[config.mk]
export PLATFORM = sky130hd
export DESIGN_NAME = risc_spm_core
export DESIGN_NICKNAME = d
export VERILOG_FILES = /design/src/rtl/risc_spm_pkg.sv /design/src/rtl/risc_spm_alu.sv /design/src/rtl/risc_spm_core.sv
export SDC_FILE = /design/constraint.sdc
export NUM_CORES = 1
export LEC_CHECK = 0
export ABC_AREA = 1
export CORE_MARGIN = 5
export CORE_UTILIZATION = 55
export DETAILED_ROUTE_END_ITERATION = 10
export PLACE_DENSITY = 0.74
export SLEW_MARGIN = 40
export SYNTH_ARGS = -nofsm -noshare
export SYNTH_HDL_FRONTEND = slang
export SYNTH_SLANG_ARGS = --single-unit
[constraint.sdc]
create_clock -name clk -period 4.4 [get_ports clk]
set_clock_uncertainty 0.15 [all_clocks]
set_input_delay 0.44 -clock clk [delete_from_list [all_inputs] [get_ports clk]]
set_output_delay 0.44 -clock clk [all_outputs]
set_load 0.005 [all_outputs]
[src/rtl/risc_spm_pkg.sv]
// Shared types and constants for the RISC-SPM core: opcodes, FSM states, instruction field positions.
package risc_spm_pkg;

    localparam int WORD_W_DEF = 8;

    localparam int OP_MSB  = 7;
    localparam int OP_LSB  = 4;
    localparam int SRC_MSB = 3;
    localparam int SRC_LSB = 2;
    localparam int DST_MSB = 1;
    localparam int DST_LSB = 0;

    typedef enum logic [3:0] {
        OP_NOP  = 4'h0,
        OP_ADD  = 4'h1,
        OP_SUB  = 4'h2,
        OP_AND  = 4'h3,
        OP_NOT  = 4'h4,
        OP_RD   = 4'h5,
        OP_WR   = 4'h6,
        OP_BR   = 4'h7,
        OP_BRZ  = 4'h8,
        OP_HALT = 4'hF
    } opcode_e;

    typedef enum logic [3:0] {
        S_IDLE, S_FET1, S_FET2, S_DEC, S_EX1,
        S_RD1, S_RD2, S_WR1, S_WR2, S_BR1, S_BR2, S_HALT
    } state_e;

endpackage

[src/rtl/risc_spm_alu.sv]
// Combinational ALU: result = b op a (a is the Y operand or source register, b the destination register).
module risc_spm_alu
    import risc_spm_pkg::*;
#(
    parameter int WORD_W = WORD_W_DEF
) (
    input  logic [WORD_W-1:0] a,
    input  logic [WORD_W-1:0] b,
    input  opcode_e           op,
    output logic [WORD_W-1:0] result,
    output logic              zero
);

    always_comb begin
        case (op)
            OP_ADD:  result = b + a;
            OP_SUB:  result = b - a;
            OP_AND:  result = b & a;
            OP_NOT:  result = ~a;
            default: result = b;
        endcase
        zero = (result == '0);
    end

endmodule

[src/rtl/risc_spm_core.sv]
// RISC-SPM controller, register file and program counter driving an external unified memory.
// Optional `halted` status port enabled by defining RISC_SPM_HALT_PORT_EN.
module risc_spm_core
    import risc_spm_pkg::*;
#(
    parameter int WORD_W = WORD_W_DEF
) (
    input  logic              clk,
    input  logic              rst,
    input  logic [WORD_W-1:0] data_out,
    output logic [WORD_W-1:0] address,
    output logic [WORD_W-1:0] data_in,
`ifdef RISC_SPM_HALT_PORT_EN
    output logic              halted,
`endif
    output logic              write
);

    state_e            state_q, state_d;
    logic [WORD_W-1:0] pc_q, pc_d;
    logic [WORD_W-1:0] ir_q, ir_d;
    logic [WORD_W-1:0] y_q, y_d;
    logic [WORD_W-1:0] add_r_q, add_r_d;
    logic              z_q, z_d;
    logic [WORD_W-1:0] r_q [4];
    logic [WORD_W-1:0] r_d [4];
    logic              write_q, write_d;
    logic [WORD_W-1:0] data_in_q, data_in_d;
    logic              halted_q, halted_d;

    opcode_e           opcode;
    logic [1:0]        src, dst;
    logic [WORD_W-1:0] alu_a, alu_res;
    logic              alu_zero;

    assign opcode = opcode_e'(ir_q[OP_MSB:OP_LSB]);
    assign src    = ir_q[SRC_MSB:SRC_LSB];
    assign dst    = ir_q[DST_MSB:DST_LSB];

    // NOT executes in decode straight from the source register; two-operand ops use Y in EX1.
    assign alu_a = (state_q == S_EX1) ? y_q : r_q[src];

    risc_spm_alu #(.WORD_W(WORD_W)) u_alu (
        .a      (alu_a),
        .b      (r_q[dst]),
        .op     (opcode),
        .result (alu_res),
        .zero   (alu_zero)
    );

    always_comb begin
        state_d = state_q;
        pc_d    = pc_q;
        ir_d    = ir_q;
        y_d     = y_q;
        add_r_d = add_r_q;
        z_d     = z_q;
        for (int i = 0; i < 4; i++) r_d[i] = r_q[i];

        case (state_q)
            S_IDLE: state_d = S_FET1;
            S_FET1: begin
                add_r_d = pc_q;
                state_d = S_FET2;
            end
            S_FET2: begin
                ir_d    = data_out;
                pc_d    = pc_q + 1'b1;
                state_d = S_DEC;
            end
            S_DEC: begin
                case (opcode)
                    OP_NOP: state_d = S_FET1;
                    OP_ADD, OP_SUB, OP_AND: begin
                        y_d     = r_q[src];
                        state_d = S_EX1;
                    end
                    OP_NOT: begin
                        r_d[dst] = alu_res;
                        z_d      = alu_zero;
                        state_d  = S_FET1;
                    end
                    OP_RD: begin
                        add_r_d = pc_q;
                        state_d = S_RD1;
                    end
                    OP_WR: begin
                        add_r_d = pc_q;
                        state_d = S_WR1;
                    end
                    OP_BR: begin
                        add_r_d = pc_q;
                        state_d = S_BR1;
                    end
                    OP_BRZ: begin
                        if (z_q) begin
                            add_r_d = pc_q;
                            state_d = S_BR1;
                        end else begin
                            pc_d    = pc_q + 1'b1;
                            state_d = S_FET1;
                        end
                    end
                    default: state_d = S_HALT;
                endcase
            end
            S_EX1: begin
                r_d[dst] = alu_res;
                z_d      = alu_zero;
                state_d  = S_FET1;
            end
            S_RD1: begin
                add_r_d = data_out;
                pc_d    = pc_q + 1'b1;
                state_d = S_RD2;
            end
            S_RD2: begin
                r_d[dst] = data_out;
                state_d  = S_FET1;
            end
            S_WR1: begin
                add_r_d = data_out;
                pc_d    = pc_q + 1'b1;
                state_d = S_WR2;
            end
            S_WR2: state_d = S_FET1;
            S_BR1: begin
                add_r_d = data_out;
                state_d = S_BR2;
            end
            S_BR2: begin
                pc_d    = data_out;
                state_d = S_FET1;
            end
            S_HALT:  state_d = S_HALT;
            default: state_d = S_IDLE;
        endcase

        // Strobes are registered off the next state so they line up exactly with S_WR2 / S_HALT.
        write_d   = (state_d == S_WR2);
        data_in_d = write_d ? r_q[src] : '0;
        halted_d  = (state_d == S_HALT);
    end

    always_ff @(posedge clk) begin
        if (rst) begin
            state_q   <= S_IDLE;
            pc_q      <= '0;
            ir_q      <= '0;
            y_q       <= '0;
            add_r_q   <= '0;
            z_q       <= 1'b0;
            for (int i = 0; i < 4; i++) r_q[i] <= '0;
            write_q   <= 1'b0;
            data_in_q <= '0;
            halted_q  <= 1'b0;
        end else begin
            state_q   <= state_d;
            pc_q      <= pc_d;
            ir_q      <= ir_d;
            y_q       <= y_d;
            add_r_q   <= add_r_d;
            z_q       <= z_d;
            for (int i = 0; i < 4; i++) r_q[i] <= r_d[i];
            write_q   <= write_d;
            data_in_q <= data_in_d;
            halted_q  <= halted_d;
        end
    end

    assign address = add_r_q;
    assign write   = write_q;
    assign data_in = data_in_q;
`ifdef RISC_SPM_HALT_PORT_EN
    assign halted  = halted_q;
`else
    logic unused_halted;
    assign unused_halted = halted_q;
`endif

endmodule

# After elaboration in Yosys (flattened, before gate mapping)
# Memory sizes are Yosys's and may differ from the RTL's. A register that Yosys moved wholly into a read port is not among the register bits.
# Index checks and enable logic that the tools add are counted.
# word_totals
ff_bits	46
ramBits	32
in_bits	10
output_inout_bits	17
wordCells	95
n_memories	1
# memory_table
memory	depth	word_bits	read_ports	rd_clocked_by_memory_dff	wr	line_no	source
r_q	4	8	6	2	4	risc_spm_core.sv:25	logic [WORD_W-1:0] r_q [4];
# op_classes
addsub	3
magnitude_cmp	2
n_eq_ne	25
mux	30
bitwise_logic	8
n_reduce_logical	18
# ops
operator	count
32-bit one-hot mux with 3 select lines	1
8-bit 2-to-1 mux	9
32-bit bitwise mux	2
8-bit one-hot mux with 3 select lines	2
4-bit by 3-bit equality test with 1-bit output (second input constant)	8
32-bit 2-to-1 mux	1
4-bit one-hot mux with 8 select lines	1
8-bit one-hot mux with 4 select lines	1
4-bit equality test (second input constant)	6
4-bit one-hot mux with 6 select lines	1
8-bit demux with 2-bit select	1
4-bit by 2-bit equality test with 1-bit output (second input constant)	4
8-bit one-hot mux with 2 select lines	1
3-bit OR reduction	4
8-bit by 1-bit adder with 8-bit output (second input constant)	1
8-bit adder	1
8-bit AND	1
4-bit by 1-bit equality test with 1-bit output (second input constant)	2
4-bit logical NOT	2
8-bit logical NOT	1
2-bit 2-to-1 mux	4
8-bit NOT	1
8-bit subtractor	1
3-bit != test (second input constant)	2
17 further kinds	28

# Depth between registers and ports, before layout
# Gate-level depths: netlist (run 1).
# depth
depth_word	9
ltp_mapped	27
mapped_depth_nobuf	26

# Modules after synthesis
# A second synthesis (run 1) with hierarchy kept.
# unflattened
cells_unflattened	789
area_unflattened_um2	4928.5
# by_module_without_submodules
module	instances	cells_each	area_per_inst_um2	seq_area_each_um2
risc_spm_core	1	615	3992.6	1641.6
risc_spm_alu	1	174	935.9	0.0

# Least setup slack after synthesis (run 1)
# Ideal clock, no wire load.
# synth_path
path_type	reg2reg
from	reg state_q[2]
to	mem r_q[1][6] (netlist bit)
setup_ns	0.115
arrival_ns	2.930
required_ns	4.135
setup_slack_ns	1.205
stages_incl_launch_ff	27
path_buffers	1
period_less_slack_ns	3.195
cell_sequence	dfxtp_1 > inv_2 > nor2_4 > nand2_2 > buf_6 > or2_0 > nand2_2 > ha_1 > inv_1 > nand2_1 > o21ai_0 > inv_1 > fa_1 > inv_1 > nand3_1 > nand2_1 > nand2_1 > nand2_1 > a21oi_1 > o21ai_0 > a21oi_1 > nor2_1 > nor2_1 > nand2_1 > o21ai_0 > o21ai_0 > inv_1
# synth_rtl
item	line_no	source
start, declared	risc_spm_core.sv:19	state_e state_q, state_d;
start signal, assigned	risc_spm_core.sv:158	state_q <= state_d;
end, declared	risc_spm_core.sv:25	

==> results.md, run 1 <==
* Outcome: complete, no violations
* Clk buf depth at 2
* Hold_sp: z_q
* CTS H-tree lvls at 3
* I/O Pins at 27
* M1 GR Usage at 0.374
* Die height at 102 um
* Critical Path RT at 4.47 ns
* Die area at 0.0105 mm2
* Main combinational cell family by area after synthesis: simple AND/OR/NAND/NOR gates
* Compound-Gate Fraction of Synth Area at 0.218
* CP peak stage delay at 0.54 ns
* P&R area growth vs syn at 11.7%
* Core Area at 0.00826 mm2
* Via/cell ratio at 5.74
* Slew @ Worst Pin at 0.707 ns
* Xor and xnor area share after synthesis at 0.0149
* 1st-iter DRT viols at 326
* Post-layout net count at 754
* DRC Markers at 0
* # fillers at 797
* Syn_nets at 740
* Slowest cell on the critical path: dfxtp_1
* Sink Count at 82
* Crit Path Max Fanout at 9
* Width of the die at 102 um
* Max Slew Vio Count at 0
* # diodes at 0
* Final period util at 0.906
* Post-Syn Area at 0.00469 mm2
* CP endpoint kind: register
* Clock-pin slew on the worst setup and hold paths at 0.09 ns
* Power Total at 0.00227 W
* DPL Wire Length at 10100 um
* Worst-skew pair later-pin latency at 0.35 ns
* Leakage power at 2.31 nW
* Max cap viols at 0
* Syn Inst Count at 719
* Yosys reg bits at 82
* Root Driver: clkbuf_8
* Slew Limit Headroom at 0.528
* Global-route track usage on met3 at 0.0451
* Distinct cells, synth at 43
* Worst Hold Class: register to register
* Path depth of the worst reg2reg path at 23
* Final Hold Fails at 0
* PortBufs at 26
* CP cell instances: inv_1, nand3_1, nand2_1, nand2_1, nand2_2, ha_1, a21oi_1, xnor2_1, inv_1, ha_1, nand2_1, o21ai_0, nand2_1, nand2_1, nand2_1, nand2_1, nand2_1, nand2_1, nor2_1, nor2_1, inv_1, mux2i_1, a21oi_1
* GP Congestion at 0.961
* Rows at 33
* Mux cell area share after synthesis at 0.0109
* Mean Syn Cell Area at 6.53 um2
* Seq/Total Area, Yosys at 0.350
* Via count of the routed design at 4842
* DR pass1 iterations at 5
* Ys Warns at 0
* Initial Util at 0.568
* Post-route ant nets at 0
* DR WL/cell at 16.0 um
* Reg-to-Reg End: r_q[1][5]
* Worst Hold Path EP: z_q
* Layout cell share with drive strength beyond 1 at 0.0637
* VDD IR max at 247 uV
* CTS tree: yes
* Area share of fa/ha/maj cells after synthesis at 0.0309
* Max Freq at 251 MHz
* Met2 GRT Util at 0.413
* Num CTS Buffers at 9
* R2R Setup Slk at 0.41 ns
* Setup-failing EPs final at 0
* Worst path most repeated cell: nand2_1
* Critical path type: register to register
* Most Crowded Layer GR: met2
* Routed WL at 13400 um
* Cts hold-fix bufs at 0
* Hold path cells at 2
* Setup TNS at 0 ns
* Initial antenna violation count at 0
* Synth Area in Simple Gates at 0.280
* Unrepaired setup endpoints after global routing: no
* Setup crit start kind: register
* Number of global-route vias before repair at 4503
* GRT Total Usage at 0.269
* Total grt overflow at 0
* Largest net degree at the start of global routing at 49
* Final min period at 3.99 ns
* First-pass GRT wire length at 22100 um
* WP data arrival at 4.06 ns
* P per Cell Area at 433 mW/mm2
## timing repair
item / CTS / global route
gates resized for setup: 0 / 1
setup endpoints to repair: 0 / 8
buffers inserted: 0 / 0
## report_power, final
group | switching [W] | internal (W) | leakage, nW | total [W]
Sequential | 0.0000389 | 0.000780 | 0.665 | 0.000819
Clock | 0.000293 | 0.000395 | 0.127 | 0.000688
Combinational | 0.000508 | 0.000256 | 1.52 | 0.000764
## synthesized netlist by cell type
cell type,count,share of area
nand3_2,2,0.0043
nor3_1,5,0.0053
xor2_1,7,0.013
a32o_1,1,0.0021
inv_2,6,0.0048
dfxtp_1,82,0.35
buf_4,2,0.0032
a21oi_2,4,0.0075
or2_1,4,0.0053
o31ai_1,1,0.0016
o21ai_0,87,0.093
a221oi_1,3,0.0056
a31oi_1,6,0.0080
a21oi_1,58,0.062
o221ai_1,2,0.0037
nand4_1,3,0.0040
xnor2_1,1,0.0019
or2_2,2,0.0027
or2_4,1,0.0019
mux2_2,1,0.0024
a22oi_1,1,0.0016
nand2_1,145,0.12
fa_1,1,0.0043
mux2i_1,4,0.0085
buf_6,1,0.0024
nand2_2,4,0.0053
or2_0,1,0.0013
inv_1,78,0.062
nor2_1,116,0.093
o211ai_1,2,0.0032
clkbuf_1,12,0.0096
nand3_1,30,0.032
buf_2,11,0.012
o22ai_1,6,0.0080
o21ai_1,1,0.0011
ha_1,10,0.027
nor3_2,1,0.0021
a32oi_1,1,0.0019
nand2_4,1,0.0024
clkinv_1,1,0.00080
a211oi_1,11,0.018
nor2_4,2,0.0048
o311ai_0,1,0.0019
## state kept, by name, indices dropped and copies added, names as in the netlist, named ones only
signal and cells:
write 1, r_q 32, z_q 1, ir_q 8
state_q 4, y_q 8, data_in 8, address 8
pc_q 8
## final cells by class
type	instances	area (um2)	area share
inverters	85	319	0.0608
clock buffers	10	138	0.0262
multi-input cells	526	2620	0.499
flip-flops and latches	82	1640	0.313
well taps	105	131	0.0251
clock inverters	6	113	0.0215
repair buffers	29	283	0.0539
## metrics by stage
| stage | std cells | utilization | area [um2] | hold WS, ns | setup WS [ns] |
|---|---|---|---|---|---|
| global route | 843 | 0.635 | 5240 | 0.341 | 0.0853 |
| global placement | 827 | 0.603 | 4980 | 0.306 | 0.483 |
| finish | 843 | 0.635 | 5240 | 0.320 | 0.414 |
| detailed placement | 827 | 0.603 | 4980 | 0.312 | 0.365 |
| CTS | 843 | 0.634 | 5230 | 0.324 | 0.349 |
| floorplan | 719 | - | 4690 | 0.294 | 1.20 |
## cell usage in the layout, fill, tap and decap left out, drive strengths merged
cell type,count
mux2,1
clkdlybuf4s50,26
nor2,118
or2,8
clkbuf,10
o221ai,2
a211oi,11
nor3,6
inv,85
dfxtp,82
nand3,32
nand2,150
mux2i,4
a32o,1
xnor2,1
xor2,7
o22ai,6
a221oi,3
fa,1
a22oi,1
o21ai,88
a32oi,1
clkinv,3
a21oi,62
o31ai,1
bufinv,3
nand4,3
buf,3
o311ai,1
ha,10
o211ai,2
a31oi,6
## how the worst max path moves through the flow
| stage | startpoint | endpoint | slack [ns] | cells past startpoint |
|---|---|---|---|---|
| 6_report | register | r_q[1][5] | 0.41 | 23 |
| 2_1_floorplan | state_q[2] | r_q[1][6] | 1.20 | 26 |
| 3_5_place_dp | register | r_q[3][5] | 0.36 | 24 |
| 4_1_cts | register | r_q[3][5] | 0.35 | 24 |
| 3_3_place_gp | register | r_q[3][5] | 0.48 | 24 |
| 5_1_grt | register | r_q[2][5] | 0.09 | 23 |
## critical path, delay by kind of cell, from the launching register on
kind,cells,cell delay (ns)
AOI/OAI and AO/OA,3,0.62
xor gates and xnor gates,1,0.14
adders and majority gates,2,0.58
buffers and inverters,3,0.35
DFF,1,0.54
muxes,1,0.34
and+or+nand+nor,13,1.13
## layer usage
layer | share of wire | wire length, um
met5 | 0 | 0
met4 | 0.031 | 417
met3 | 0.066 | 888
met2 | 0.45 | 6050
met1 | 0.45 | 6090
## cells by family (layout without fill, tap and decap cells)
family,Yosys count,after routing
DFF,82,82
buffers and inverters,111,130
muxes,5,5
adders and majority gates,11,11
and+or+nand+nor,317,317
AOI/OAI and AO/OA,185,185
xor gates and xnor gates,8,8
Power figures use the tool's default switching activity.
==> run 2, diff against run 1 <==
CELL_PAD_IN_SITES_DETAIL_PLACEMENT = 0   (was unset)
CELL_PAD_IN_SITES_GLOBAL_PLACEMENT = 1   (was unset)
CORE_UTILIZATION = 43   (was 55)
PLACE_DENSITY = 0.8   (was 0.74)
==> run 2 against run 1 <==
Effect of this change: fmax is 1.7% higher; cell count is 4.3% higher; final area is 0.55% lower; total power is 7.9% lower; sequential cell count stayed put; count of clock-buffer cells in the layout is 2 higher; via count is 1.8% lower; global-route usage is 4.5 points lower; first-iteration DRC count is 27% higher; die area is 25% higher; sequential power hardly changed; core utilization is 15 points lower; critical endpoint is now r_q[3][5].
==> results.md, run 2 (synthesis gave the netlist of run 1 again) <==
* Outcome: complete, no violations
* Routed WL at 13800 um
* Slew Limit Headroom at 0.460
* DR pass1 iterations at 5
* Power Total at 0.00209 W
* CP endpoint kind: register
* CTS tree: yes
* Clock-pin slew on the worst setup and hold paths at 0.09 ns
* Post-layout net count at 755
* Leading cell type in the layout, fill and taps excluded: nand2_1
* WP data arrival at 3.99 ns
* Initial Util at 0.437
* Reg area at 0.00164 mm2
* Critical path type: register to register
* Rows at 38
* Global-route track usage on met3 at 0.0322
* Setup-failing EPs final at 0
* Design Area, Final at 0.00522 mm2
* Post-DP Area at 0.00504 mm2
* 1st-iter DRT viols at 415
* Max Freq at 255 MHz
* DR WL/cell at 15.7 um
* Setup TNS at 0 ns
* Setup crit start kind: register
* Die height at 114 um
* Total grt overflow at 0
* Final period util at 0.891
* VDD IR max at 238 uV
* Worst Hold Class: register to register
* Max reg flops at 32
* Number of global-route vias before repair at 4577
* Leakage power at 2.28 nW
* Largest net degree at the start of global routing at 29
* M1 GR Usage at 0.322
* Core Area at 0.0107 mm2
* Most Crowded Layer GR: met2
* GRT Total Usage at 0.223
* Finished Layout Cells at 879
* First-pass GRT wire length at 23300 um
* Post-route ant nets at 0
* Max cap viols at 0
* Clk buf depth at 2
* Slew @ Worst Pin at 0.808 ns
* Final min period at 3.92 ns
* Via/cell ratio at 5.41
* Initial antenna violation count at 0
* Biggest register: r_q
* CTS H-tree lvls at 3
* Area of the multi-input gates at 0.00262 mm2
* # diodes at 0
* Max Slew Vio Count at 0
* Critical Path RT at 4.47 ns
* Cts hold-fix bufs at 0
* Setup bufs post-CTS at 0
* # fillers at 1119
* Unrepaired setup endpoints after global routing: no
* Layout cell share with drive strength beyond 1 at 0.0595
* Root Driver: clkbuf_8
* Placed insts at 863
* P per Cell Area at 401 mW/mm2
* Die area at 0.0131 mm2
* Worst-skew pair later-pin latency at 0.36 ns
* Fin util at 0.485
* GP Congestion at 0.943
* I/O Pins at 27
* Commonest cells after routing, fill and taps aside: nand2_1, nor2_1, o21ai_0, dfxtp_1, inv_1
* Via count of the routed design at 4757
* Width of the die at 114 um
* P&R area growth vs syn at 11.1%
* Sink Count at 82
* Final Hold Fails at 0
* Met2 GRT Util at 0.341
* PortBufs at 26
* DRC Markers at 0
* Crit Path Max Fanout at 9
* DPL Wire Length at 10400 um
* Num CTS Buffers at 9
==> run 2: area by class of cell <==
| class | instances | share of cell area |
|---|---|---|
| Multi-Input combinational cell | 526 | 0.501 |
| Sequential cell | 82 | 0.315 |
| Inverter | 85 | 0.0612 |
| Timing Repair Buffer | 30 | 0.0557 |
| Tap cell | 140 | 0.0336 |
| Clock buffer | 12 | 0.0278 |
| Clock inverter | 4 | 0.00528 |
==> run 2: path summary, 6_finish.rpt <==
check | start | endpoint | slack (ns) | cells after the start
max | register | r_q[3][5] | 0.48 | 23
min | pc_q[7] | pc_q[7] | 0.32 | 2
max reg2reg | register | r_q[3][5] | 0.48 | 23
min reg2reg | pc_q[7] | pc_q[7] | 0.32 | 2
==> run 2: metal layers <==
| layer | vias up | wire length [um] | share of wire |
|---|---|---|---|
| li1 | 2382 | - | - |
| met1 | 2204 | 6680 | 0.48 |
| met2 | 147 | 6080 | 0.44 |
| met3 | 24 | 745 | 0.054 |
| met4 | 0 | 293 | 0.021 |
| met5 | - | 0 | 0 |
==> run 2: stage by stage <==
stage	setup WS (ns)	hold WS, ns
after floorplan	1.20	0.294
after global placement	0.352	0.306
after detailed placement	0.390	0.314
after CTS	0.357	0.328
after global routing	0.00843	0.370
final	0.481	0.323
==> run 2: what timing repair did <==
| item | in CTS | in global routing |
|---|---|---|
| hold endpoints to repair | 0 | 0 |
| endpoints found under the setup margin | 0 | 5 |
| gates resized for setup | 0 | 1 |
==> run 2: power breakdown <==
group	switching (W)	internal [W]	total [W]
logic	0.000515	0.000257	0.000772
registers	0.0000359	0.000780	0.000816
clock network	0.000282	0.000221	0.000504
total	0.000833	0.00126	0.00209
==> run 2: critical path, stage by stage, from the launching register on <==
cell     delay [ns]
dfxtp_2        0.46
inv_1          0.21
nand3_1        0.13
nand2_1        0.14
nand2_1        0.15
nand2_4        0.08
ha_1           0.20
a21oi_1        0.19
xnor2_1        0.14
inv_1          0.06
ha_1           0.35
nand2_1        0.06
o21ai_0        0.32
nand2_1        0.12
nand2_1        0.08
nand2_1        0.05
nand2_1        0.08
nand2_1        0.05
nand2_1        0.05
nor2_1         0.04
nor2_1         0.19
inv_1          0.07
mux2i_1        0.31
a21oi_1        0.11
==> run 3, diff against run 2 <==
CAP_MARGIN = 20   (was unset)
MAX_ROUTING_LAYER = met4   (was unset)
==> run 3 against run 2 <==
Effect of this change: count of clock-buffer cells in the layout down 1; routed wire length up 1.7%; clock power down 2%; first-iteration DRC count up 5.5%; core utilization unchanged; register-to-register slack worse by 0.06 ns; fmax down 1.5%; worst setup slack worse by 0.059 ns; worst hold slack about the same; sequential cell count unchanged; highest routed layer unchanged; combinational power up 1%; sequential share of layout area unchanged.
==> results.md, run 3 (synthesis gave the netlist of run 1 again) <==
* Leading cell type in the layout, fill and taps excluded: nand2_1
* Global-route track usage on met3 at 0.0312
* Largest net degree at the start of global routing at 49
* Final min period at 3.98 ns
* Total grt overflow at 0
* Leakage power at 2.28 nW
* Slew @ Worst Pin at 0.778 ns
* Final Hold Fails at 0
* Biggest register: r_q
* Clock power share at 0.237
* Design Area, Final at 0.00522 mm2
* Initial antenna violation count at 0
* Routed WL at 14000 um
* Post-layout net count at 755
* # diodes at 0
* CTS H-tree lvls at 3
* Max Slew Vio Count at 0
* 1st-iter DRT viols at 438
* P&R area growth vs syn at 11.1%
* DRC Markers at 0
* Reg area at 0.00164 mm2
* CTS tree: yes
* CP cell instances: inv_1, nand3_1, nand2_1, nand2_1, nand2_4, ha_1, a21oi_1, xnor2_1, inv_1, ha_1, nand2_1, o21ai_0, nand2_1, nand2_1, nand2_1, nand2_1, nand2_1, nand2_1, nor2_1, nor2_1, inv_1, mux2i_1, a21oi_1
* VDD IR max at 162 uV
* Most Crowded Layer GR: met2
* Commonest cells after routing, fill and taps aside: nand2_1, nor2_1, o21ai_0, dfxtp_1, inv_1
* Cts hold-fix bufs at 0
* M1 GR Usage at 0.319
* R2R Setup Slk at 0.42 ns
* Crit Path Max Fanout at 9
* Post-DP Area at 0.00504 mm2
* Root Driver: clkbuf_8
* Slew Limit Headroom at 0.479
* Hold_sp: pc_q[7]
* GP Congestion at 0.951
* Setup-failing EPs final at 0
* Sw Share at 0.400
* Initial Util at 0.437
* Number of global-route vias before repair at 4431
* P per Cell Area at 401 mW/mm2
* Setup bufs post-CTS at 0
* Area of the multi-input gates at 0.00262 mm2
* Worst Hold Class: register to register
* WP data arrival at 4.05 ns
* Clk buf depth at 2
* Comb power frac at 0.373
* Reg-to-Reg End: r_q[3][5]
* Path depth of the worst reg2reg path at 23
* CP endpoint kind: register
* Reg power frac at 0.390
* Core Area at 0.0107 mm2
* Layout cell share with drive strength beyond 1 at 0.0610
* Worst path most repeated cell: nand2_1
* CP peak stage delay at 0.47 ns
* DPL Wire Length at 10500 um
* Met2 GRT Util at 0.335
* Post-cts resize count at 0
* Worst Hold Path EP: pc_q[7]
* Final period util at 0.904
* P_sw at 0.000838 W
* GRT Total Usage at 0.228
* DR pass1 iterations at 6
* I/O Pins at 27
* Max Freq at 251 MHz
* Die area at 0.0131 mm2
* Post-route ant nets at 0
* Sink Count at 82
* Worst-skew pair later-pin latency at 0.36 ns
* DR WL/cell at 16.0 um
* Clock-pin slew on the worst setup and hold paths at 0.08 ns
* Critical Path RT at 4.47 ns
* Max cap viols at 0
* Setup TNS at 0 ns
* Max reg flops at 32
* # fillers at 1164
* Outcome: complete, no violations
* PortBufs at 26
* Unrepaired setup endpoints after global routing: no
* Via count of the routed design at 4781
* Slowest cell on the critical path: dfxtp_2
* Width of the die at 114 um
* P_int at 0.00125 W
* Die height at 114 um
* Hold path cells at 2
* First-pass GRT wire length at 22900 um
* Setup crit start kind: register
* Num CTS Buffers at 9
* Rows at 38
* Critical path type: register to register
* Via/cell ratio at 5.45
==> run 3: worst max-delay path by stage <==
stage	to	startpoint	slack, ns	cells after the start
after global placement	r_q[3][5]	register	0.32	23
after CTS	r_q[1][5]	register	0.32	23
after detailed placement	r_q[3][5]	register	0.37	23
after floorplan	r_q[1][6]	state_q[2]	1.20	26
after global routing	r_q[2][5]	register	0.02	23
final	r_q[3][5]	register	0.42	23
==> run 3: metal layers <==
metal | share of wire | vias up
li1 | - | 2381
met1 | 0.48 | 2247
met2 | 0.44 | 133
met3 | 0.051 | 20
met4 | 0.022 | 0
met5 | 0 | -
==> run 3: power groups by stage <==
stage          clock, W  sequential [W]  combinational (W)
6_report       0.000496        0.000817           0.000780
3_3_place_gp          0        0.000831           0.000762
5_1_grt        0.000545        0.000824           0.000878
2_1_floorplan         0        0.000817           0.000556
3_5_place_dp          0        0.000833           0.000761
4_1_cts        0.000510        0.000816           0.000767
==> run 3: area by class of cell <==
type	instances	area share
clock buffer	11	0.0271
clock inverter	4	0.00552
inverter	85	0.0612
multi-input combinational	526	0.502
sequential	82	0.315
tap	140	0.0336
timing repair buffer	30	0.0557
==> run 3: critical path, delay by kind of cell, from the launching register on <==
kind | cells | cell delay (ns)
muxes | 1 | 0.30
DFF | 1 | 0.47
adders and majority gates | 2 | 0.55
xor gates and xnor gates | 1 | 0.15
buffers and inverters | 3 | 0.34
AOI/OAI and AO/OA | 3 | 0.63
and+or+nand+nor | 13 | 1.25
==> run 3: per-stage QoR <==
stage          hold WS [ns]  setup WS, ns  total power, W  cells  utilization
6_report              0.322         0.422         0.00209    878        0.485
5_1_grt               0.358        0.0180         0.00225    878        0.485
4_1_cts               0.328         0.324         0.00209    878        0.485
3_5_place_dp          0.314         0.369         0.00159    863        0.469
3_3_place_gp          0.306         0.323         0.00159    863        0.468
2_1_floorplan         0.294          1.20         0.00137    719            -
